==> config.mk <==
export PLATFORM = sky130hd
export DESIGN_NAME = alu_control_seq_flat
export DESIGN_NICKNAME = d
export VERILOG_FILES = /design/src/rtl/alu_control_seq_if.sv /design/src/rtl/alu_control_seq.sv /design/src/flat_wrapper.sv
export SDC_FILE = /design/constraint.sdc
export NUM_CORES = 1
export LEC_CHECK = 0
export BUFFER_PORTS_ARGS = -buffer_cell sky130_fd_sc_hd__buf_2
export CORE_ASPECT_RATIO = 0.5
export CORE_UTILIZATION = 30
export CTS_CLUSTER_SIZE = 8
export DETAILED_ROUTE_END_ITERATION = 8
export MAX_ROUTING_LAYER = met4
export PLACE_DENSITY = 0.5
export SLEW_MARGIN = 20
export SYNTH_ARGS = -nofsm -noshare
export SYNTH_HDL_FRONTEND = slang
export SYNTH_SLANG_ARGS = --single-unit
==> constraint.sdc <==
create_clock -name clk -period 5.2 [get_ports clk]
set_input_delay 0 -clock clk [delete_from_list [all_inputs] [get_ports clk]]
set_output_delay 0 -clock clk [all_outputs]
set_load 0.05 [all_outputs]
==> src/rtl/alu_control_seq_if.sv <==
// Handshake and result bundle between the main control unit and the ALU control sequencer.
interface alu_control_seq_if #(
    parameter int OP_WIDTH = 4
);
    logic                in_valid;
    logic                in_ready;
    logic [2:0]          ALUOp;
    logic [5:0]          ALUFunction;
    logic                op_valid;
    logic [OP_WIDTH-1:0] ALUOperation;
    logic                illegal_op;
    logic                busy;
    logic                done;

    modport master (
        output in_valid, ALUOp, ALUFunction,
        input  in_ready, op_valid, ALUOperation, illegal_op, busy, done
    );

    modport slave (
        input  in_valid, ALUOp, ALUFunction,
        output in_ready, op_valid, ALUOperation, illegal_op, busy, done
    );
endinterface

==> src/rtl/alu_control_seq.sv <==
// Registered ALU control decoder that also sequences multi-cycle MULT/DIV with a busy countdown.
module alu_control_seq #(
    parameter int OP_WIDTH   = 4,
    parameter int MUL_CYCLES = 4,
    parameter int DIV_CYCLES = 32
) (
    input  logic               clk,
    input  logic               reset,
    alu_control_seq_if.slave   bus
);
    localparam int MAX_CYCLES = (MUL_CYCLES > DIV_CYCLES) ? MUL_CYCLES : DIV_CYCLES;
    localparam int CNT_W      = $clog2(MAX_CYCLES + 1);
    localparam logic [CNT_W-1:0] MUL_LOAD = CNT_W'(MUL_CYCLES - 1);
    localparam logic [CNT_W-1:0] DIV_LOAD = CNT_W'(DIV_CYCLES - 1);
    localparam logic [3:0] CODE_MULT = 4'b1101;
    localparam logic [3:0] CODE_DIV  = 4'b1110;

    typedef enum logic {
        IDLE = 1'b0,
        BUSY = 1'b1
    } state_t;

    state_t              state_q, state_d;
    logic [CNT_W-1:0]    cnt_q, cnt_d;
    logic [OP_WIDTH-1:0] op_q, op_d;
    logic                op_valid_q, op_valid_d;
    logic                illegal_q, illegal_d;
    logic                busy_q, busy_d;
    logic                done_q, done_d;
    logic [4:0]          dec_s;
    logic                accept_s;

    // Returns {illegal, code}; code is meaningful only when illegal is clear.
    function automatic logic [4:0] decode(input logic [2:0] alu_op, input logic [5:0] funct);
        logic [4:0] res;
        case (alu_op)
            3'b111: begin
                case (funct)
                    6'b100100: res = {1'b0, 4'b0000};
                    6'b100101: res = {1'b0, 4'b0001};
                    6'b100111: res = {1'b0, 4'b0010};
                    6'b100000: res = {1'b0, 4'b0011};
                    6'b100010: res = {1'b0, 4'b0100};
                    6'b100110: res = {1'b0, 4'b0101};
                    6'b000000: res = {1'b0, 4'b1000};
                    6'b000010: res = {1'b0, 4'b1001};
                    6'b101010: res = {1'b0, 4'b1010};
                    6'b000100: res = {1'b0, 4'b1011};
                    6'b000110: res = {1'b0, 4'b1100};
                    6'b011000: res = {1'b0, CODE_MULT};
                    6'b011010: res = {1'b0, CODE_DIV};
                    default:   res = {1'b1, 4'b1111};
                endcase
            end
            3'b110:  res = {1'b0, 4'b0111};
            3'b101:  res = {1'b0, 4'b0001};
            3'b100:  res = {1'b0, 4'b0011};
            3'b011:  res = {1'b0, 4'b0101};
            3'b010:  res = {1'b0, 4'b0110};
            3'b001:  res = {1'b0, 4'b0000};
            3'b000:  res = {1'b0, 4'b1010};
            default: res = {1'b1, 4'b1111};
        endcase
        return res;
    endfunction

    assign dec_s    = decode(bus.ALUOp, bus.ALUFunction);
    assign accept_s = bus.in_valid && (state_q == IDLE);

    // Next-state: accept/decode in IDLE, count down the multi-cycle op in BUSY.
    always_comb begin
        state_d    = state_q;
        cnt_d      = cnt_q;
        op_d       = op_q;
        op_valid_d = 1'b0;
        illegal_d  = 1'b0;
        busy_d     = 1'b0;
        done_d     = 1'b0;
        case (state_q)
            IDLE: begin
                if (accept_s) begin
                    op_valid_d = 1'b1;
                    illegal_d  = dec_s[4];
                    op_d       = dec_s[4] ? {OP_WIDTH{1'b1}} : OP_WIDTH'(dec_s[3:0]);
                    if (!dec_s[4] && (dec_s[3:0] == CODE_MULT)) begin
                        state_d = BUSY;
                        cnt_d   = MUL_LOAD;
                        busy_d  = 1'b1;
                        done_d  = (MUL_LOAD == {CNT_W{1'b0}});
                    end else if (!dec_s[4] && (dec_s[3:0] == CODE_DIV)) begin
                        state_d = BUSY;
                        cnt_d   = DIV_LOAD;
                        busy_d  = 1'b1;
                        done_d  = (DIV_LOAD == {CNT_W{1'b0}});
                    end else begin
                        state_d = IDLE;
                    end
                end else begin
                    state_d = IDLE;
                end
            end
            BUSY: begin
                // done is registered, so it is raised while stepping into the cnt==0 cycle.
                if (cnt_q == {CNT_W{1'b0}}) begin
                    state_d = IDLE;
                end else begin
                    cnt_d  = cnt_q - CNT_W'(1);
                    busy_d = 1'b1;
                    done_d = (cnt_q == CNT_W'(1));
                end
            end
            default: begin
                state_d = IDLE;
                cnt_d   = {CNT_W{1'b0}};
            end
        endcase
    end

    // State and registered outputs; reset also aborts an op in flight.
    always_ff @(posedge clk) begin
        if (reset) begin
            state_q    <= IDLE;
            cnt_q      <= {CNT_W{1'b0}};
            op_q       <= {OP_WIDTH{1'b0}};
            op_valid_q <= 1'b0;
            illegal_q  <= 1'b0;
            busy_q     <= 1'b0;
            done_q     <= 1'b0;
        end else begin
            state_q    <= state_d;
            cnt_q      <= cnt_d;
            op_q       <= op_d;
            op_valid_q <= op_valid_d;
            illegal_q  <= illegal_d;
            busy_q     <= busy_d;
            done_q     <= done_d;
        end
    end

    assign bus.in_ready     = (state_q == IDLE);
    assign bus.op_valid     = op_valid_q;
    assign bus.ALUOperation = op_q;
    assign bus.illegal_op   = illegal_q;
    assign bus.busy         = busy_q;
    assign bus.done         = done_q;
endmodule

==> src/flat_wrapper.sv <==
// flat-port wrapper written by rule: the top's interface ports become plain ports
module alu_control_seq_flat 
#(
    parameter int OP_WIDTH   = 4,
    parameter int MUL_CYCLES = 4,
    parameter int DIV_CYCLES = 32
)
  (clk, reset, bus_in_valid, bus_ALUOp, bus_ALUFunction, bus_in_ready, bus_op_valid, bus_ALUOperation, bus_illegal_op, bus_busy, bus_done);
  alu_control_seq_if #(.OP_WIDTH(OP_WIDTH)) bus_i ();
  input  logic clk;
  input  logic reset;
  input wire logic [$bits(bus_i.in_valid)-1:0] bus_in_valid;
  input wire logic [$bits(bus_i.ALUOp)-1:0] bus_ALUOp;
  input wire logic [$bits(bus_i.ALUFunction)-1:0] bus_ALUFunction;
  output wire logic [$bits(bus_i.in_ready)-1:0] bus_in_ready;
  output wire logic [$bits(bus_i.op_valid)-1:0] bus_op_valid;
  output wire logic [$bits(bus_i.ALUOperation)-1:0] bus_ALUOperation;
  output wire logic [$bits(bus_i.illegal_op)-1:0] bus_illegal_op;
  output wire logic [$bits(bus_i.busy)-1:0] bus_busy;
  output wire logic [$bits(bus_i.done)-1:0] bus_done;
  assign bus_i.in_valid = bus_in_valid;
  assign bus_i.ALUOp = bus_ALUOp;
  assign bus_i.ALUFunction = bus_ALUFunction;
  assign bus_in_ready = bus_i.in_ready;
  assign bus_op_valid = bus_i.op_valid;
  assign bus_ALUOperation = bus_i.ALUOperation;
  assign bus_illegal_op = bus_i.illegal_op;
  assign bus_busy = bus_i.busy;
  assign bus_done = bus_i.done;
  alu_control_seq #(.OP_WIDTH(OP_WIDTH), .MUL_CYCLES(MUL_CYCLES), .DIV_CYCLES(DIV_CYCLES)) u_core (.clk(clk), .reset(reset), .bus(bus_i));
endmodule
==> results of run 1 <==
==> synthesized netlist by cell type, drive strengths merged (2+ instances only) <==
cell type  number
nor3            5
a21o            2
nor2b           5
inv             9
and3b           2
o31ai           4
nand4b          3
a31oi           2
a32o            2
nor2           15
nor4b           2
dfxtp          14
a311oi          2
a21oi           5
and3            3
nand3           5
clkbuf          2
nand2           3
nand4           2
o21ai           6
o211ai          2
ha              5
buf             3
==> sequential cells by signal, indices dropped and copies added, names as in the netlist <==
name and cells:
u_core.bus.op_valid 1, u_core.state_q 1, u_core.bus.done 1, u_core.bus.illegal_op 1, u_core.bus.ALUOperation 4, u_core.cnt_q 6
==> worst reg2reg max path: stages, from the launching register on <==
cell	delay, ns
dfxtp_1	0.36
nor2b_1	0.50
nand4b_1	0.28
or3_4	0.43
a32o_1	0.26
==> cell type report <==
cell class | instances | share of cell area
Sequential cell | 14 | 0.240
Inverter | 9 | 0.0289
Clock buffer | 4 | 0.0471
Tap cell | 40 | 0.0428
Timing Repair Buffer | 20 | 0.0857
Multi-Input combinational cell | 93 | 0.556
==> routing by layer <==
metal	wire length (um)	up-vias	GRT usage
li1	-	498	-
met1	1140	434	0.174
met2	1010	16	0.249
met3	92	2	0.0467
met4	13	0	0.0237
met5	0	-	-
==> per-stage QoR <==
step | utilization | std cells
floorplan | - | 121
global placement | 0.361 | 176
detailed placement | 0.361 | 176
CTS | 0.379 | 180
global route | 0.379 | 180
finish | 0.379 | 180
==> worst max-delay path by stage <==
stage,start,end,slack [ns],cells past startpoint
2_1_floorplan,u_core.state_q,u_core.cnt_q[3],3.26,6
3_3_place_gp,bus_ALUFunction[0],u_core.cnt_q[3],3.18,9
3_5_place_dp,bus_ALUFunction[0],u_core.cnt_q[3],3.11,9
4_1_cts,u_core.state_q,u_core.cnt_q[4],3.26,4
5_1_grt,u_core.state_q,u_core.cnt_q[4],3.08,4
6_report,u_core.state_q,u_core.cnt_q[4],3.27,4
==> logic make-up (layout without fill, tap and decap cells) <==
family	count (synthesis)	in the layout	synth area share
AO/OA/AOI/OAI	33	33	0.258
adder cells (fa/ha/maj)	5	5	0.0627
buffers and inverters	14	33	0.0689
flip-flops	14	14	0.281
multiplexers	2	2	0.0213
AND/OR/NAND/NOR	53	53	0.308
==> report_power, final <==
part | internal [W] | switching [W]
registers | 0.000113 | 0.00000527
clock network | 0.0000671 | 0.0000405
logic | 0.0000227 | 0.0000384
==> key figures, run 1 <==
Critical path
  • Ordered list of cells on the worst path: nor2b_1 > nand4b_1 > or3_4 > a32o_1
  • Critical Path Slowest Stage Cell: nor2b_1
  • WS Path Type: reg -> reg
  • Worst reg2reg endpoint: u_core.cnt_q[4]
  • Crit Path Max Fanout: 9
  • Worst reg2reg setup slack: roughly 3.3 ns
  • R2R Path Start: u_core.state_q
  • CP endpoint kind: register
  • CP max stage delay: around 0.50 ns
  • Critical path data required time: around 5.3 ns
  • FF-to-FF path depth: 4
  • Top delay family on crit path: simple AND/OR/NAND/NOR gates
  • CP arrival: between 2 and 2.5 ns
  • Worst Path Buf+Inv: 0
  • CP Launch Type: register

Pwr
  • Pwr Total: between 0.0002 and 0.0003 W
  • Leak: about 0.46 nW
  • Pwr/cell area: ~250 nW/um^2
  • VDD IR-drop max: ~0.000095 V

Die
  • Placeable Area: a little over 3000 sq um
  • Die width: approximately 84 um
  • Die area: 3580 sq um
  • Row Count: 14
  • Ports: 21
  • Initial cell density of the core: 0.324
  • Die span in y: approximately 43 um

GRT
  • GRT overflow: 0
  • First-pass GRT wire length: between 4 and 5 mm
  • Tot GR Track Use: 0.146
  • Number of global-route vias before repair: between 900 and 1000
  • Initial antenna violation count: 0
  • Largest net degree at the start of global routing: 15

Placement
  • HPWL after DPL: ~1.8 mm
  • GP Congestion: roughly 0.8
  • Port bufs: 20
  • Dpl ws: ~3.1 ns
  • Placed cell area: around 1100 sq um

STA
  • Endpoints failing setup: 0
  • Fin crit share: 0.372
  • Max Freq: approximately 0.52 GHz
  • Worst Tran Pin Value: approximately 0.6 ns
  • Hold Worst Slack: just under 0.008 ns
  • Final hold vios: 0
  • RSZ-0062 raised after global routing: no
  • Count of final max-slew check failures: 0
  • Worst slew margin: 0.605
  • Minimum clock period: roughly 1.9 ns
  • Setup TNS: 0 ns
  • Final worst slack: 3.27 ns
  • Skew final: between 0.004 and 0.005 ns

Hold path
  • Hold depth: 3
  • Hold_sp: bus_in_valid
  • Min-Delay Path Class: in -> reg
  • Hold EP: u_core.bus.op_valid

Detailed routing
  • 1st-iter DRT viols: 44
  • Drt total wl: 2.26 mm
  • Initial DRT Pass Iterations: 4
  • Vias per cell: ~5.3
  • Via count: between 900 and 1000
  • Wire per inst: ~13 um
  • ANT nets after route: 0
  • DRC Markers: 0

Clock network
  • TritonCTS clock tree: yes
  • Latest clock arrival within the worst-skew pair: between 0.2 and 0.3 ns
  • Post-cts sizing count: 0
  • Clk sink count: 14
  • CTS hold repair buffers: 0
  • CTS H-tree depth: 1
  • Total CTS buffers: 3
  • Clock root buffer: clkbuf_8
  • Clock transition at path regs: around 0.060 ns
  • Longest Clk Path Bufs: 2
  • Setup Buffers After CTS: 0

Layout
  • Layout area overhead: 17.0%
  • # fillers: ~320
  • Area of the multi-input gates: about 650 sq um
  • Most frequent cells in the layout: 20 x buf_2, 15 x nor2_1, 14 x dfxtp_1, 9 x inv_1, 6 x o21ai_0
  • Nets: around 160
  • Fin area: approximately 1200 sq um
  • FF+latch area: roughly 280 sq um
  • Commonest non-fill, non-tap cell in the layout: buf_2
  • Layout cells sized above 1: 0.236
  • N_diodes: 0

Synthesis
  • Top cells by area, synth: dfxtp_1 28%, ha_1 6.3%, nor2_1 5.6%, inv_1 3.4%, nor2b_1 3.1%
  • Sequential cell area fraction in the yosys report: 0.281
  • Cells after Synth: ~120
  • Mean post-synth cell area: about 8.3 sq um
  • Post-Syn Area: around 1000 sq um
  • Syn Nets: around 140
  • Post-synth EDFFs: 0
  • Largest area contributor in the netlist: dfxtp_1
  • Netlist cell types: 45
  • Syn. warnings: 0
  • Ys async rst share: 0
  • Area share of the largest cell type after synthesis: 0.281
  • #FFs+latches synth: 14
  • Top FF cell, synth: dfxtp_1

Outcome
  • Status: finished clean

Flow run
  • Max_cap viols: 0
(Power assumes the default switching activity.)
==> inputs of run 2 (changes only) <==
clock period = 1.9 ns   (was 5.2 ns; I/O delays follow)
==> run 2 against run 1 <==
Against the previous run:
- worst hold slack improved by 0.0096 ns
- largest power group unchanged
- setup slack got worse by 3.1 ns
- power increased to 2.8 times the previous value
- clock power increased to 2.7 times the previous value
- routed wire length increased by 2.8%
- global-route usage increased by 0.11 points
- die area unchanged
- final cell count increased by 7.8%
- critical path type is now in -> reg
==> key figures, run 2 (synthesis gave the netlist of run 1 again) <==
Outcome
  • Status: finished clean

Critical path
  • Crit Path Max Fanout: 6
  • R2R Path Start: u_core.cnt_q[3]
  • WS Path Type: in -> reg
  • Critical Path Start: bus_ALUFunction[0]
  • CP Launch Type: primary input
  • Critical path data required time: roughly 2.0 ns
  • CP arrival: 1.87 ns
  • CP endpoint kind: register

Layout
  • Area of the multi-input gates: around 650 sq um
  • Max FFs per register: 6
  • N_diodes: 0
  • Layout area overhead: 27.7%
  • # fillers: around 330
  • Commonest non-fill, non-tap cell in the layout: buf_2
  • FF+latch area: roughly 280 sq um
  • Layout cells sized above 1: 0.312
  • Most frequent cells in the layout: 20 x buf_2, 15 x nor2_1, 14 x buf_4, 13 x dfxtp_1, 9 x inv_1
  • Nets: about 170
  • Largest register by flop count: u_core.cnt_q

Die
  • Row Count: 14
  • Initial cell density of the core: 0.324
  • Die area: 3580 sq um
  • Placeable Area: approximately 3100 sq um
  • Ports: 21
  • Die width: 83.6 um
  • Die span in y: about 43 um

Placement
  • HPWL after DPL: ~1.9 mm
  • GP Congestion: 0.828
  • Port bufs: 20

Detailed routing
  • Drt total wl: around 2.3 mm
  • Vias per cell: approximately 5.3
  • DRC Markers: 0
  • ANT nets after route: 0
  • Initial DRT Pass Iterations: 4
  • Wire per inst: 12.0 um
  • Via count: around 1000
  • 1st-iter DRT viols: between 50 and 60

Pwr
  • Leak: approximately 0.53 nW
  • Pwr/cell area: about 630 nW/um^2
  • VDD IR-drop max: between 0.00015 and 0.0002 V

GRT
  • Number of global-route vias before repair: just over 900
  • Tot GR Track Use: 0.147
  • First-pass GRT wire length: between 4 and 5 mm
  • Initial antenna violation count: 0
  • Largest net degree at the start of global routing: 15
  • GRT overflow: 0

Clock network
  • Post-cts sizing count: 0
  • Longest Clk Path Bufs: 2
  • Setup Buffers After CTS: 0
  • Latest clock arrival within the worst-skew pair: approximately 0.25 ns
  • Clk sink count: 14
  • Clock root buffer: clkbuf_8
  • CTS H-tree depth: 1
  • CTS hold repair buffers: 0
  • TritonCTS clock tree: yes
  • Total CTS buffers: 3
  • Clock transition at path regs: 0.06 ns

STA
  • Skew final: about 0.005 ns
  • Max Freq: between 0.5 and 0.6 GHz
  • Fin crit share: 0.909
  • RSZ-0062 raised after global routing: no
  • Worst slew margin: 0.730
  • Hold Worst Slack: around 0.018 ns
  • Endpoints failing setup: 0
  • Worst Tran Pin Value: 0.403 ns
  • Count of final max-slew check failures: 0
  • Final hold vios: 0
  • Minimum clock period: around 1.7 ns
  • Setup TNS: 0 ns

Hold path
  • Hold_sp: bus_in_valid
  • Min-Delay Path Class: in -> reg

Flow run
  • Max_cap viols: 0
run 2: cell count changes in the layout (fill, tap and decap cells not counted):
cell | before | now
buf_4 | 0 | 14
dfxtp_2 | 0 | 1
dfxtp_1 | 14 | 13
run 2: per-layer routing:
metal / vias up / wire length [um] / GRT usage
met5: - / 0 / -
met4: 0 / 60 / 0.0746
met3: 6 / 95 / 0.0331
met2: 25 / 1070 / 0.252
met1: 476 / 1100 / 0.165
li1: 521 / - / -
run 2: path summary, 6_finish.rpt:
check / slack, ns / cells after the start / end
worst max-delay path: 0.17 / 10 / u_core.cnt_q[3]
worst min-delay path: 0.02 / 3 / u_core.bus.op_valid
worst max register to register: 0.35 / 6 / u_core.cnt_q[3]
worst min register to register: 0.50 / 2 / u_core.bus.ALUOperation[2]
run 2: critical path, cell delays in order:
cell and delay (ns):
buf_2 0.10, inv_1 0.09, ha_1 0.22, mux2_2 0.18
a22oi_2 0.06, o311ai_2 0.34, buf_4 0.18, a21oi_2 0.03
or3_4 0.42, a32o_1 0.26
run 2: stage by stage:
stage               total power (W)   util  cells  instance area [sq um]  worst slack (ns)
CTS                        0.000816  0.414    194                   1270             0.150
detailed placement         0.000519  0.396    190                   1220            -0.112
floorplan                  0.000452      -    121                   1000            0.0138
global placement           0.000519  0.396    190                   1220           -0.0460
global route               0.000851  0.414    194                   1270            0.0495
finish                     0.000806  0.414    194                   1270             0.172
run 2: layout make-up:
| cell class | instances | share of cell area |
|---|---|---|
| multi-input combinational | 93 | 0.509 |
| sequential | 14 | 0.221 |
| timing repair buffer | 34 | 0.161 |
| clock buffer | 4 | 0.0432 |
| tap | 40 | 0.0393 |
| inverter | 9 | 0.0265 |
run 2: power breakdown:
group | switching, W | internal (W) | total, W
combinational | 0.000107 | 0.0000790 | 0.000186
sequential | 0.0000150 | 0.000310 | 0.000325
clock | 0.000110 | 0.000184 | 0.000294
==> inputs of run 3 (changes only) <==
PLACE_DENSITY = unset   (was 0.5)
PLACE_DENSITY_LB_ADDON = 0.25   (was unset)
==> run 3 against run 2 <==
Against the previous run:
- final cell count unchanged
- clock skew decreased by 0.0036 ns
- setup slack improved by 0.0089 ns
- largest cell class unchanged
==> key figures, run 3 (synthesis gave the netlist of run 1 again) <==
Critical path
  • Crit Path Max Fanout: 6
  • Worst Path Buf+Inv: 3
  • CP Launch Type: primary input
  • Ordered list of cells on the worst path: buf_2 > inv_1 > ha_1 > mux2_2 > a22oi_2 > o311ai_2 > buf_4 > a21oi_2 > or3_4 > a32o_1
  • CP arrival: approximately 1.9 ns
  • CP endpoint kind: register
  • CP max stage delay: roughly 0.42 ns
  • Top delay family on crit path: compound AO/OA/AOI/OAI gates
  • WS Path Type: in -> reg
  • Critical Path Slowest Stage Cell: or3_4
  • Critical path data required time: 2.04 ns

Clock network
  • Post-cts sizing count: 0
  • Latest clock arrival within the worst-skew pair: between 0.2 and 0.3 ns
  • Clk sink count: 14
  • Longest Clk Path Bufs: 2
  • Total CTS buffers: 3
  • TritonCTS clock tree: yes
  • CTS hold repair buffers: 0
  • CTS H-tree depth: 1
  • Setup Buffers After CTS: 0
  • Clock root buffer: clkbuf_8
  • Clock transition at path regs: about 0.060 ns

Hold path
  • Min-Delay Path Class: in -> reg

Layout
  • Commonest non-fill, non-tap cell in the layout: buf_2
  • Fin area: approximately 1300 sq um
  • FF+latch area: roughly 280 sq um
  • Most frequent cells in the layout: 20 x buf_2, 15 x nor2_1, 14 x buf_4, 13 x dfxtp_1, 9 x inv_1
  • Layout Cells excl Fill: 194
  • Layout cells sized above 1: 0.312
  • Nets: 172
  • Area of the multi-input gates: roughly 650 sq um
  • Final core occ: 0.414
  • Largest register by flop count: u_core.cnt_q
  • Layout area overhead: 27.7%
  • # fillers: about 310
  • Max FFs per register: 6
  • N_diodes: 0

Detailed routing
  • Vias per cell: just over 5
  • Via count: roughly 990
  • ANT nets after route: 0
  • Drt total wl: 2.31 mm
  • Wire per inst: around 12 um
  • DRC Markers: 0
  • Initial DRT Pass Iterations: 6
  • 1st-iter DRT viols: 33

Pwr
  • VDD IR-drop max: between 0.0002 and 0.0003 V
  • Leak: ~0.53 nW
  • Pwr/cell area: 633 nW/um^2

Die
  • Placeable Area: 3080 sq um
  • Initial cell density of the core: 0.324
  • Die span in y: 42.8 um
  • Die width: between 80 and 90 um
  • Die area: about 3600 sq um
  • Ports: 21
  • Row Count: 14

STA
  • Fin crit share: 0.905
  • Skew final: between 0.001 and 0.0015 ns
  • Worst slew margin: 0.740
  • Max Freq: about 0.58 GHz
  • Final worst slack: about 0.18 ns
  • Worst Tran Pin Value: 0.388 ns
  • Setup TNS: 0 ns
  • Endpoints failing setup: 0
  • RSZ-0062 raised after global routing: no
  • Count of final max-slew check failures: 0
  • Minimum clock period: 1.72 ns
  • Final hold vios: 0

Placement
  • HPWL after DPL: approximately 1.9 mm
  • Placed cell area: around 1200 sq um
  • GP Congestion: between 0.7 and 0.8
  • Dpl ws: -0.0805 ns
  • Port bufs: 20
  • Placed cells: 190

GRT
  • Largest net degree at the start of global routing: 15
  • First-pass GRT wire length: slightly above 4 mm
  • GRT overflow: 0
  • Number of global-route vias before repair: 910
  • Tot GR Track Use: 0.147
  • Initial antenna violation count: 0

Outcome
  • Status: finished clean

Flow run
  • Max_cap viols: 0
==> run 3: tightest hold or removal path: stages <==
cell	delay, ns
buf_2	0.08
nand2_1	0.06
nor2_1	0.08
==> run 3: path summary, 6_finish.rpt <==
kind | start | to | slack, ns | depth (start not counted)
setup / recovery | bus_ALUFunction[0] | u_core.cnt_q[3] | 0.18 | 10
hold / removal | bus_in_valid | u_core.bus.op_valid | 0.007 | 3
hold reg to reg | u_core.bus.ALUOperation[2] | u_core.bus.ALUOperation[2] | 0.50 | 2
setup reg to reg | u_core.cnt_q[3] | u_core.cnt_q[2] | 0.34 | 6
==> run 3: power breakdown <==
group          total (W)  switching (W)  internal (W)  leakage, nW
logic           0.000186       0.000108     0.0000785        0.389
clock network   0.000296       0.000113      0.000184       0.0288
registers       0.000324      0.0000143      0.000310        0.115
total           0.000807       0.000235      0.000572        0.532
==> run 3: cell type report <==
type,count,share of cell area
Inverter,9,0.0265
Clock buffer,4,0.0432
Tap cell,40,0.0393
Multi-Input combinational cell,93,0.509
Sequential cell,14,0.221
Timing Repair Buffer,34,0.161
==> run 3: stage by stage <==
step / power (W) / hold slack [ns]
5_1_grt: 0.000853 / 0.0267
6_report: 0.000807 / 0.00683
2_1_floorplan: 0.000452 / 0.146
3_5_place_dp: 0.000517 / 0.261
4_1_cts: 0.000815 / 0.00128
3_3_place_gp: 0.000518 / 0.258
==> run 3: per-layer routing <==
layer / track usage / vias up / part of all wire
li1: - / 520 / -
met1: 0.183 / 454 / 0.52
met2: 0.241 / 12 / 0.45
met3: 0.0350 / 2 / 0.021
met4: 0.0407 / 0 / 0.0030
met5: - / - / 0
